## config.mk

```make
export PLATFORM = sky130hd
export DESIGN_NAME = alu_exec_unit
export DESIGN_NICKNAME = d
export VERILOG_FILES = /design/src/rtl/alu_exec_unit.sv
export SDC_FILE = /design/constraint.sdc
export NUM_CORES = 1
export LEC_CHECK = 0
export BUFFER_PORTS_ARGS = -buffer_cell sky130_fd_sc_hd__buf_2
export CORE_MARGIN = 1.5
export CORE_UTILIZATION = 40
export DETAILED_ROUTE_END_ITERATION = 8
export GPL_ROUTABILITY_DRIVEN = 0
export PLACE_DENSITY_LB_ADDON = 0.12
export SYNTH_ARGS = -nofsm -noshare
export SYNTH_HDL_FRONTEND = slang
export SYNTH_SLANG_ARGS = --single-unit
```

## constraint.sdc

```tcl
create_clock -name clk -period 3.8 [get_ports clk]
set_clock_uncertainty 0.05 [all_clocks]
set_input_delay 0.19 -clock clk [delete_from_list [all_inputs] [get_ports clk]]
set_output_delay 0.19 -clock clk [all_outputs]
set_load 0.02 [all_outputs]
```

## src/rtl/alu_exec_unit.sv

```systemverilog
// rtl/alu_exec_unit.sv - execute-stage ALU with one-hot op decode and iterative shifter
// Ports: clk, rst (async, active high), flush
//        in_valid/in_ready + alu_operation, alu_mask, op_a, op_b : operation input
//        out_valid/out_ready + result, zero, op_err              : registered result output
module alu_exec_unit #(
  parameter int DATA_WIDTH   = 32,
  parameter int ALU_OP_WIDTH = 10,
  parameter int SHAMT_WIDTH  = 5
) (
  input  logic                    clk,
  input  logic                    rst,
  input  logic                    flush,
  input  logic                    in_valid,
  output logic                    in_ready,
  input  logic [ALU_OP_WIDTH-1:0] alu_operation,
  input  logic [DATA_WIDTH-1:0]   alu_mask,
  input  logic [DATA_WIDTH-1:0]   op_a,
  input  logic [DATA_WIDTH-1:0]   op_b,
  output logic                    out_valid,
  input  logic                    out_ready,
  output logic [DATA_WIDTH-1:0]   result,
  output logic                    zero,
  output logic                    op_err
);

  typedef enum logic [1:0] {IDLE, SHIFT, DONE} state_t;

  state_t                  state_q, state_d;
  logic [2:0]              sh_op_q, sh_op_d;   // {SRA, SRL, SLL}
  logic [DATA_WIDTH-1:0]   mask_q, mask_d;
  logic [DATA_WIDTH-1:0]   work_q, work_d;
  logic [SHAMT_WIDTH-1:0]  cnt_q, cnt_d;
  logic [DATA_WIDTH-1:0]   result_q, result_d;
  logic                    zero_q, zero_d;
  logic                    err_q, err_d;

  logic                    accept;
  logic                    onehot;
  logic                    is_shift;
  logic [SHAMT_WIDTH-1:0]  shamt;
  logic [DATA_WIDTH-1:0]   value;
  logic [DATA_WIDTH-1:0]   step;

  assign in_ready  = (state_q == IDLE) & ~rst;
  assign accept    = in_valid & in_ready;
  assign out_valid = (state_q == DONE);
  assign result    = result_q;
  assign zero      = zero_q;
  assign op_err    = err_q;

  assign shamt    = op_b[SHAMT_WIDTH-1:0];
  assign is_shift = |alu_operation[5:3];
  // Exactly one bit set: nonzero and clearing the lowest set bit leaves nothing.
  assign onehot   = (|alu_operation) &&
                    ((alu_operation & (alu_operation - {{(ALU_OP_WIDTH-1){1'b0}}, 1'b1})) == '0);

  // Single-cycle datapath; a shift reaching here has shamt==0 and passes op_a through.
  always_comb begin
    value = '0;
    if (alu_operation[0])      value = op_a + op_b;
    else if (alu_operation[1]) value = op_a - op_b;
    else if (alu_operation[2]) value = op_a ^ op_b;
    else if (alu_operation[6]) value = op_a | op_b;
    else if (alu_operation[7]) value = op_a & op_b;
    else if (alu_operation[8]) value = {{(DATA_WIDTH-1){1'b0}}, ($signed(op_a) < $signed(op_b))};
    else if (alu_operation[9]) value = {{(DATA_WIDTH-1){1'b0}}, (op_a < op_b)};
    else if (is_shift)         value = op_a;
  end

  // One bit of shift per cycle for the captured shift kind.
  always_comb begin
    step = work_q;
    if (sh_op_q[0])      step = {work_q[DATA_WIDTH-2:0], 1'b0};
    else if (sh_op_q[1]) step = {1'b0, work_q[DATA_WIDTH-1:1]};
    else if (sh_op_q[2]) step = {work_q[DATA_WIDTH-1], work_q[DATA_WIDTH-1:1]};
  end

  always_comb begin
    state_d  = state_q;
    sh_op_d  = sh_op_q;
    mask_d   = mask_q;
    work_d   = work_q;
    cnt_d    = cnt_q;
    result_d = result_q;
    zero_d   = zero_q;
    err_d    = err_q;

    if (flush) begin
      // Result and zero deliberately hold; only the handshake and error are cleared.
      state_d = IDLE;
      err_d   = 1'b0;
    end else begin
      case (state_q)
        IDLE: begin
          if (accept) begin
            sh_op_d = alu_operation[5:3];
            mask_d  = alu_mask;
            if (!onehot) begin
              result_d = '0;
              zero_d   = 1'b1;
              err_d    = 1'b1;
              state_d  = DONE;
            end else if (is_shift && (shamt != '0)) begin
              work_d  = op_a;
              cnt_d   = shamt;
              state_d = SHIFT;
            end else begin
              result_d = value & alu_mask;
              zero_d   = (value == '0);
              err_d    = 1'b0;
              state_d  = DONE;
            end
          end
        end
        SHIFT: begin
          work_d = step;
          cnt_d  = cnt_q - {{(SHAMT_WIDTH-1){1'b0}}, 1'b1};
          if (cnt_q == {{(SHAMT_WIDTH-1){1'b0}}, 1'b1}) begin
            result_d = step & mask_q;
            zero_d   = (step == '0);
            err_d    = 1'b0;
            state_d  = DONE;
          end
        end
        DONE: begin
          if (out_ready) state_d = IDLE;
        end
        default: state_d = IDLE;
      endcase
    end
  end

  always_ff @(posedge clk or posedge rst) begin
    if (rst) begin
      state_q  <= IDLE;
      sh_op_q  <= '0;
      mask_q   <= '0;
      work_q   <= '0;
      cnt_q    <= '0;
      result_q <= '0;
      zero_q   <= 1'b0;
      err_q    <= 1'b0;
    end else begin
      state_q  <= state_d;
      sh_op_q  <= sh_op_d;
      mask_q   <= mask_d;
      work_q   <= work_d;
      cnt_q    <= cnt_d;
      result_q <= result_d;
      zero_q   <= zero_d;
      err_q    <= err_d;
    end
  end

endmodule

```

---- After elaboration in Yosys (flattened, before gate mapping) ----
Index checks and enable logic that the tools add are counted.
Widths: inputs -> output; s select.
storage, ports and cells
  word-level logic and storage cells ...... 94
  bits of input ports ..................... 111
  flip-flop bits (word level) ............. 108
  output and inout port bits .............. 36
operators by class
  $add $sub $neg .......................... 4
  multiplexer cells ....................... 42
  equality and inequality tests ........... 12
  reductions and logical operators ........ 16
  bitwise logic cells ..................... 10
  order comparisons ....................... 2
operator list
  cell                   count
  $mux 32                17
  $pmux 32 s2            2
  $and 32x32->32         3
  $logic_not 32->1       2
  $lt 32x32->1           2
  $add 32x32->32         1
  $or 32x32->32          1
  $sub 32x32->32         1
  $xor 32x32->32         1
  $mux 31                1
  $mux 5                 3
  $mux 2                 6
  $and 10x10->10         1
  $logic_not 10->1       1
  $pmux 5 s2             1
  $reduce_and 5->1       2
  $reduce_or 10->1       1
  $sub 10x1->10 const B  1
  $mux 1                 9
  $ne 3x3->1 const B     3
  $ne 2x2->1 const B     3
  $pmux 2 s3             1
  $reduce_and 3->1       2
  $eq 5x1->1 const B     1
  16 further kinds       20

---- Longest topological paths before layout ----
Gate-level depths: netlist (run 1).
  depth in word-level cells ............... 14
  gate-level depth with buffers ........... 15
  gate-level depth less buffers ........... 15

---- Worst setup path before layout (run 1) ----
Ideal clock, no wire load.
  path type ............................... in2reg
  from .................................... in rst
  to ...................................... reg zero_q, in the netlist zero
  library setup time ...................... 76 ps
  slack ................................... -463 ps
  path buffers ............................ 0
  stages .................................. 10
  arrival time ............................ 4137 ps
  path through ............................ inv_1 > and3_1 > a21oi_1 > nor2_1 > o31ai_1 > a2111oi_0 > nand4_1 > nor4_1 > nand4_1 > o21ai_1
between the ends
  word-level cells in the longest chain between the ends .. 5
ends and longest elaborated chain
  element                            line  source
  from (decl)                        11    input logic rst,
  $not 1->1                          44    assign in_ready = (state_q == IDLE) & ~rst;
  $and 1x1->1                        44
  $and 1x1->1                        45    assign accept = in_valid & in_ready;
  $ne 2x2->1 (no source line)        n/a
  $reduce_and 5->1 (no source line)  n/a
  to (signal assigned)               150   zero_q <= zero_d;
  to (decl)                          34    logic zero_q, zero_d;
Every way passes these cells.
A chain may end at the register's enable or synchronous reset.

---- Worst setup path after layout (run 1) ----
  from .................................... in op_b[0]
  to ...................................... reg zero_q, in the netlist zero
between the ends
  word-level cells in the longest chain between the ends .. 13
  elaborated cells on any way between the ends .. 23
  classes of those cells .................. add/sub (2); order compare (2); eq/ne (1); mux (11); bitwise (3); reduce/logical (4)
ends and longest elaborated chain
  element           line  source
  from (decl)       18    input logic [DATA_WIDTH-1:0] op_b,
  $lt 32x32->1      66    else if (alu_operation[9]) value = {{(DATA_WIDTH-1){1'b0}}, (op_a < op_b)};
  $mux 32           66
  $mux 32           65    else if (alu_operation[8]) value = {{(DATA_WIDTH-1){1'b0}}, ($signed(op_a) < $signed(op_b))};
  $mux 32           64    else if (alu_operation[7]) value = op_a & op_b;
  $mux 32           63    else if (alu_operation[6]) value = op_a | op_b;
  $mux 32           62    else if (alu_operation[2]) value = op_a ^ op_b;
  $mux 32           61    else if (alu_operation[1]) value = op_a - op_b;
  $mux 32           60    if (alu_operation[0]) value = op_a + op_b;
  $logic_not 32->1  109   zero_d = (value == '0);
  $mux 1            103   end else if (is_shift && (shamt != '0)) begin
  $mux 1            98    if (!onehot) begin
  $mux 1            95    if (accept) begin
  $pmux 1 s2        93    case (state_q)
Parallel ways exist; a longest one is shown, timed or not. The select of a mux whose other input is x is not followed.

==> metrics.yaml, run 1 <==
outcome:
  run_status: "completed"
grt:
  largest_net_degree_at_the_start_of_global_routing: 80
  grt_pass1_vias: 11700
  grt-ovfl-total: 0
  total_routing_usage_gr_pct: 29.3
  wire_length_of_the_first_global_routing_pass_mm: 68.9
  antenna_found_initial: 2
timing:
  hold_ws_ps: 31.0
  achievable-frequency_mhz: 279
  drv_slew: 0
  worst-slew-pin-transition_ps: 1030
  report.final.setup_viol: 0
  final_hold_viol_count: 0
  slew-limit-headroom_pct: 31.4
  timing.final.crit_period_ps: 3590
  grt_setup_unrepaired: "no"
  post-route-period-util_pct: 94.4
  final_critical_path_setup_slack_ps: 211
final_layout:
  multiInputGateArea_um2: 8210
  synthToLayoutAreaGrowth_pct: 20.1
  final_nets: 1953
  number_of_filler_instances_in_the_final_layout: 2895
  drive_gt1_share_pct: 22.5
  n_antenna_cell: 0
  seq_area_um2: 2700
die:
  die_y_um: 174
  area_of_the_core_um2: 28700
  die-area_um2: 30200
  placementRows: 62
  floorplan.initialDensity_pct: 40.6
  boundaryPins: 147
  die_x_um: 174
clock_network:
  clkTransAtPathRegs_ps: 70
  cts_setup_buffers: 0
  h-tree-depth: 3
  cts_root_buf: "sky130_fd_sc_hd__clkbuf_16"
  total_clock_buffers_created_by_cts: 9
  tritoncts: "done"
  insertion_delay_ps: 350
  clockBufferDepth: 2
  numClockSinks: 108
critical_path:
  critical_path_peak_fanout: 4
  worstPathCellList: "buf_2 > ha_1 > fa_1 > a211oi_2 > o41a_1 > buf_4 > a211oi_1 > o21ai_1 > buf_4 > a211oi_1 > a221o_1 > a21oi_1 > o32ai_1 > buf_4 > nor2_1 > nand4_1 > o21ai_1"
  critPathArrivalTime_ps: 3760
  endpoint_kind: "flip-flop"
  criticalPathCategory: "in2reg"
  critical-path-top-cell-by-count: "sky130_fd_sc_hd__buf_4"
  cp-start-kind: "primary input"
  critPathMaxStageDelay_ps: 470
  register_to_register_path_setup_slack_ps: 690
  critical_path_required_ps: 3980
  crit_slowest_cell: "sky130_fd_sc_hd__o41a_1"
synthesis:
  postSynthNetCount: 1745
  synthArstFlopShare_pct: 100
  ys_types: 94
  synth-main-ff-cell: "sky130_fd_sc_hd__dfrtp_1"
  ys_seq_elements: 108
  synthesis.yosys.warnings: 0
  post_synthesis_mean_instance_area_um2: 7.60
  synth_enable_flop_cells: 0
  share_of_synthesized_area_occupied_by_flip_flops_and_latches_pct: 23.2
  synthesized_netlist_cell_count: 1534
  syn_area_um2: 11700
placement:
  dp_hpwl_mm: 35.6
  dpl_worst_slack_ps: -267
  io_buffer_count: 146
detailed_routing:
  post_drt_wl_per_cell_um: 21.0
  antenna_violating_nets_post_route: 0
  routed_via_density: 5.95
  drtPass1Iterations: 8
  detailedRoute.firstIterationViolations: 1248
  remaining_drc_errors: 0
  wl_mm: 44.8
  num_vias: 12700
pwr:
  power_density_nw_per_um2: 305
  totalPowerFinal_uw: 4270
  ir_worst_vdd_uv: 223
  cellLeakagePower_uw: 0.00624
min_path:
  hold_path_class: "in2reg"
run:
  maxCapViolations: 0
==> placed cells by master (no fill, tap or decap), drive strengths merged, types with 16 or more instances in the layout <==
cell type,n
dfrtp,108
nor3,33
a21o,16
o211ai,16
nand3,56
buf,304
a211oi,27
ha,98
nand4,19
nor2b,21
a221oi,36
inv,101
mux2i,45
a31oi,38
a21oi,130
nand2,129
nor2,148
xnor2,26
o21ai,117
nor4,20
mux2,36
==> worst max-delay path, delay by kind of cell <==
kind / cells / cell delay, ps
fa+ha+maj: 2 / 480
buf+inv: 4 / 680
compound gates: 9 / 2240
simple gates: 2 / 160
==> per-stage QoR <==
stage	cells	TNS, ps	util [%]	cell area (µm²)
floorplan	1534	0	-	11700
global placement	2114	-157	47.7	13700
detailed placement	2114	-307	47.7	13700
CTS	2131	0	48.7	14000
global route	2131	0	48.8	14000
finish	2131	0	48.8	14000
==> state kept, by name (all words and copies together) (netlist names) <==
register,cells
zero,1
op_err,1
state_q,2
work_q,32
cnt_q,5
result,32
mask_q,32
sh_op_q,3
==> repair_timing <==
| action | in CTS | in global routing |
|---|---|---|
| endpoints found under the setup margin | 0 | 1 |
| hold buffers | 1 | 0 |
| resized for setup | 0 | 5 |
| endpoints found under the hold margin | 29 | 0 |
==> metal layers <==
layer | vias up | global-route usage (%) | share of wire, %
met5 | - | 0 | 0.060
met4 | 4 | 8.48 | 2.7
met3 | 81 | 5.18 | 8.4
met2 | 562 | 46.3 | 45
met1 | 5988 | 40.9 | 44
li1 | 6035 | - | -
==> logic make-up (layout without fill, tap and decap cells) <==
| family | count (synthesis) | after routing | synth area share (%) |
|---|---|---|---|
| AO/OA/AOI/OAI | 501 | 501 | 28.6 |
| buffers and inverters | 211 | 424 | 7.01 |
| XOR/XNOR | 33 | 33 | 2.48 |
| flip-flops | 108 | 108 | 23.2 |
| AND/OR/NAND/NOR | 499 | 499 | 20.4 |
| multiplexers | 81 | 81 | 7.34 |
| adder cells (fa/ha/maj) | 101 | 101 | 10.9 |
==> synthesized netlist by cell type (10+ instances only) <==
cell	n	area, µm²
sky130_fd_sc_hd__o211ai_1	16	120
sky130_fd_sc_hd__a21o_1	16	120
sky130_fd_sc_hd__o21ai_0	109	546
sky130_fd_sc_hd__dfrtp_1	108	2700
sky130_fd_sc_hd__nand4_1	19	119
sky130_fd_sc_hd__o31ai_1	13	97.6
sky130_fd_sc_hd__a22oi_1	10	75.1
sky130_fd_sc_hd__clkbuf_1	93	349
sky130_fd_sc_hd__ha_1	98	1230
sky130_fd_sc_hd__a221o_1	11	110
sky130_fd_sc_hd__a21oi_1	128	641
sky130_fd_sc_hd__nor2b_1	21	131
sky130_fd_sc_hd__mux2i_1	45	450
sky130_fd_sc_hd__or3_1	11	68.8
sky130_fd_sc_hd__mux2_2	35	394
sky130_fd_sc_hd__nand2_1	129	484
sky130_fd_sc_hd__o21a_1	11	82.6
sky130_fd_sc_hd__xnor2_1	26	228
sky130_fd_sc_hd__inv_1	96	360
sky130_fd_sc_hd__nor4_1	20	125
sky130_fd_sc_hd__a211oi_1	26	195
sky130_fd_sc_hd__a31oi_1	38	238
sky130_fd_sc_hd__nand2b_1	13	81.3
sky130_fd_sc_hd__nor2_1	148	556
sky130_fd_sc_hd__a221oi_1	35	307
sky130_fd_sc_hd__nor3_1	32	160
sky130_fd_sc_hd__nand3_1	56	280
==> final timing paths <==
| path | startpoint | to | cells past startpoint |
|---|---|---|---|
| worst min register to register | result[20] | result[20] | 1 |
| worst max register to register | cnt_q[1] | zero | 12 |
| worst max-delay path | op_b[0] | zero | 17 |
| worst min-delay path | alu_mask[4] | mask_q[4] | 2 |
| max in group asynchronous | rst | result[29] | 5 |
| min in group asynchronous | rst | state_q[0] | 4 |
==> where the power goes <==
part           leakage, µW  switching, µW  internal, µW
clock network     0.000135            450           468
logic              0.00475           1140           786
registers          0.00136            116          1310
==> final cells by class <==
type                            count  share of cell area (%)
Tap cell                          384                    3.43
Multi-Input combinational cell   1215                    58.6
Sequential cell                   108                    19.3
Clock buffer                       10                    1.71
Inverter                          103                    2.79
Timing Repair Buffer              305                    13.8
Clock inverter                      6                   0.357
No activity file was read; power rests on OpenSTA's default activity.
==> run 2, diff against run 1 <==
Settings changed: PLACE_DENSITY set to 0.6, PLACE_DENSITY_LB_ADDON 0.12 to unset.
==> metrics.yaml, run 2 (same netlist as run 1, synthesis figures left out) <==
outcome:
  run_status: "completed"  # unchanged
timing:
  setup-tns-final_ps: 0  # unchanged
  achievable-frequency_mhz: 275  # was 279 MHz
  grt_setup_unrepaired: "no"  # unchanged
  report.final.setup_viol: 0  # unchanged
  worst-slew-pin-transition_ps: 902  # was 1030 ps
  slew-limit-headroom_pct: 39.9  # was 31.4%
  timing.final.crit_period_ps: 3630  # was 3590 ps
  post-route-period-util_pct: 95.5  # was 94.4%
  drv_slew: 0  # unchanged
  final_hold_viol_count: 0  # unchanged
grt:
  total_routing_usage_gr_pct: 29.2  # was 29.3%
  grt-ovfl-total: 0  # unchanged
  antenna_found_initial: 1  # was 2
  grt_pass1_vias: 12300  # was 11700
  largest_net_degree_at_the_start_of_global_routing: 71  # was 80
  wire_length_of_the_first_global_routing_pass_mm: 69.1  # was 68.9 mm
final_layout:
  synthToLayoutAreaGrowth_pct: 20.6  # was 20.1%
  layout.cells.non_filler: 2142  # was 2131
  mostFrequentLayoutCells: "sky130_fd_sc_hd__buf_4 (169), sky130_fd_sc_hd__buf_2 (146), sky130_fd_sc_hd__nor2_1 (145)"  # was sky130_fd_sc_hd__buf_4 (157), sky130_fd_sc_hd__buf_2 (146), sky130_fd_sc_hd__nor2_1 (145)
  n_antenna_cell: 0  # unchanged
  number_of_filler_instances_in_the_final_layout: 2902  # was 2895
  final_nets: 1964  # was 1953
  final_common_cell: "sky130_fd_sc_hd__buf_4"  # unchanged
  drive_gt1_share_pct: 22.9  # was 22.5%
die:
  die_y_um: 174  # unchanged
  floorplan.initialDensity_pct: 40.6  # unchanged
  die_x_um: 174  # unchanged
  die-area_um2: 30200  # unchanged
  boundaryPins: 147  # unchanged
  placementRows: 62  # unchanged
  area_of_the_core_um2: 28700  # unchanged
detailed_routing:
  post_drt_wl_per_cell_um: 20.9  # was 21.0 µm
  antenna_violating_nets_post_route: 0  # unchanged
  wl_mm: 44.7  # was 44.8 mm
  detailedRoute.firstIterationViolations: 1232  # was 1248
  drtPass1Iterations: 5  # was 8
  num_vias: 12800  # was 12700
  remaining_drc_errors: 0  # unchanged
  routed_via_density: 6.00  # was 5.95
critical_path:
  critical_path_peak_fanout: 4  # unchanged
  critical_path_required_ps: 4020  # was 3980 ps
  register_to_register_path_setup_slack_ps: 630  # was 690 ps
  cp-start-kind: "primary input"  # unchanged
  critPathArrivalTime_ps: 3850  # was 3760 ps
  endpoint_kind: "flip-flop"  # unchanged
  criticalPathCategory: "in2reg"  # unchanged
clock_network:
  tritoncts: "done"  # unchanged
  clkTransAtPathRegs_ps: 80  # was 70 ps
  cts_root_buf: "sky130_fd_sc_hd__clkbuf_16"  # unchanged
  cts_setup_buffers: 0  # unchanged
  numClockSinks: 108  # unchanged
  insertion_delay_ps: 350  # about the same
  h-tree-depth: 3  # unchanged
  total_clock_buffers_created_by_cts: 9  # unchanged
  clockBufferDepth: 2  # unchanged
run:
  maxCapViolations: 0  # unchanged
placement:
  dp_hpwl_mm: 35.4  # was 35.6 mm
  dp.cells: 2125  # was 2114
  io_buffer_count: 146  # unchanged
pwr:
  power_density_nw_per_um2: 304  # was 305 nW/µm²
  cellLeakagePower_uw: 0.00629  # was 0.00624 µW
  ir_worst_vdd_uv: 197  # was 223 µV
min_path:
  hold_path_class: "in2reg"  # unchanged
-- run 2: per-stage QoR --
step                      utilization [%]  power (µW)  hold WS, ps  setup WS (ps)  cell area, µm²
final                                49.0        4270         34.2            170           14100
after global routing                 49.0        4500         27.6           19.5           14100
after CTS                            48.9        4250         25.7            166           14000
after detailed placement             47.9        3330          338           -204           13800
after global placement               47.9        3310          337           -136           13800
after floorplan                         -        2580          292            274           11700
-- run 2: worst paths after layout --
kind                              from          to  cells after the start
hold / removal             alu_mask[4]   mask_q[4]                      2
setup / recovery               op_a[0]  result[28]                     17
hold reg to reg             result[20]  result[20]                      1
setup reg to reg              cnt_q[1]        zero                     12
max in group asynchronous          rst  result[24]                      5
min in group asynchronous          rst   work_q[3]                      4
-- run 2: layer usage --
metal	share of wire (%)	wire length [µm]	GRT usage (%)	vias to the layer above
met5	0.025	11	0	-
met4	3.9	1750	12.2	2
met3	9.4	4210	5.46	118
met2	44	19800	46.0	594
met1	42	18900	39.0	6088
li1	-	-	-	6044
-- run 2: timing repair --
action / in CTS / in global routing
resized for setup: 0 / 3
endpoints found under the setup margin: 0 / 1
hold endpoints to repair: 38 / 0
hold buffers: 1 / 0
-- run 2: layout make-up --
type	instances	area, µm²	share of cell area (%)
Tap cell	384	480	3.42
Multi-Input combinational cell	1215	8200	58.3
Sequential cell	108	2700	19.2
Clock inverter	6	55.1	0.391
Inverter	103	390	2.78
Clock buffer	10	229	1.63
Timing Repair Buffer	316	2010	14.3
-- run 2: worst max-delay path, cell delays in order --
cell	delay, ps
sky130_fd_sc_hd__buf_2	100
sky130_fd_sc_hd__ha_1	180
sky130_fd_sc_hd__fa_1	240
sky130_fd_sc_hd__a211oi_1	120
sky130_fd_sc_hd__o41a_1	470
sky130_fd_sc_hd__buf_4	180
sky130_fd_sc_hd__a211oi_1	340
sky130_fd_sc_hd__o21ai_1	120
sky130_fd_sc_hd__buf_4	160
sky130_fd_sc_hd__a211oi_1	510
sky130_fd_sc_hd__a21o_1	210
sky130_fd_sc_hd__a21oi_1	70
sky130_fd_sc_hd__mux2i_1	120
sky130_fd_sc_hd__nor3_1	390
sky130_fd_sc_hd__buf_4	200
sky130_fd_sc_hd__nand3_1	70
sky130_fd_sc_hd__a31oi_1	160
-- run 2: power breakdown --
part	total [µW]	internal, µW	switching [µW]
logic	1930	790	1140
registers	1430	1310	120
clock network	911	459	452
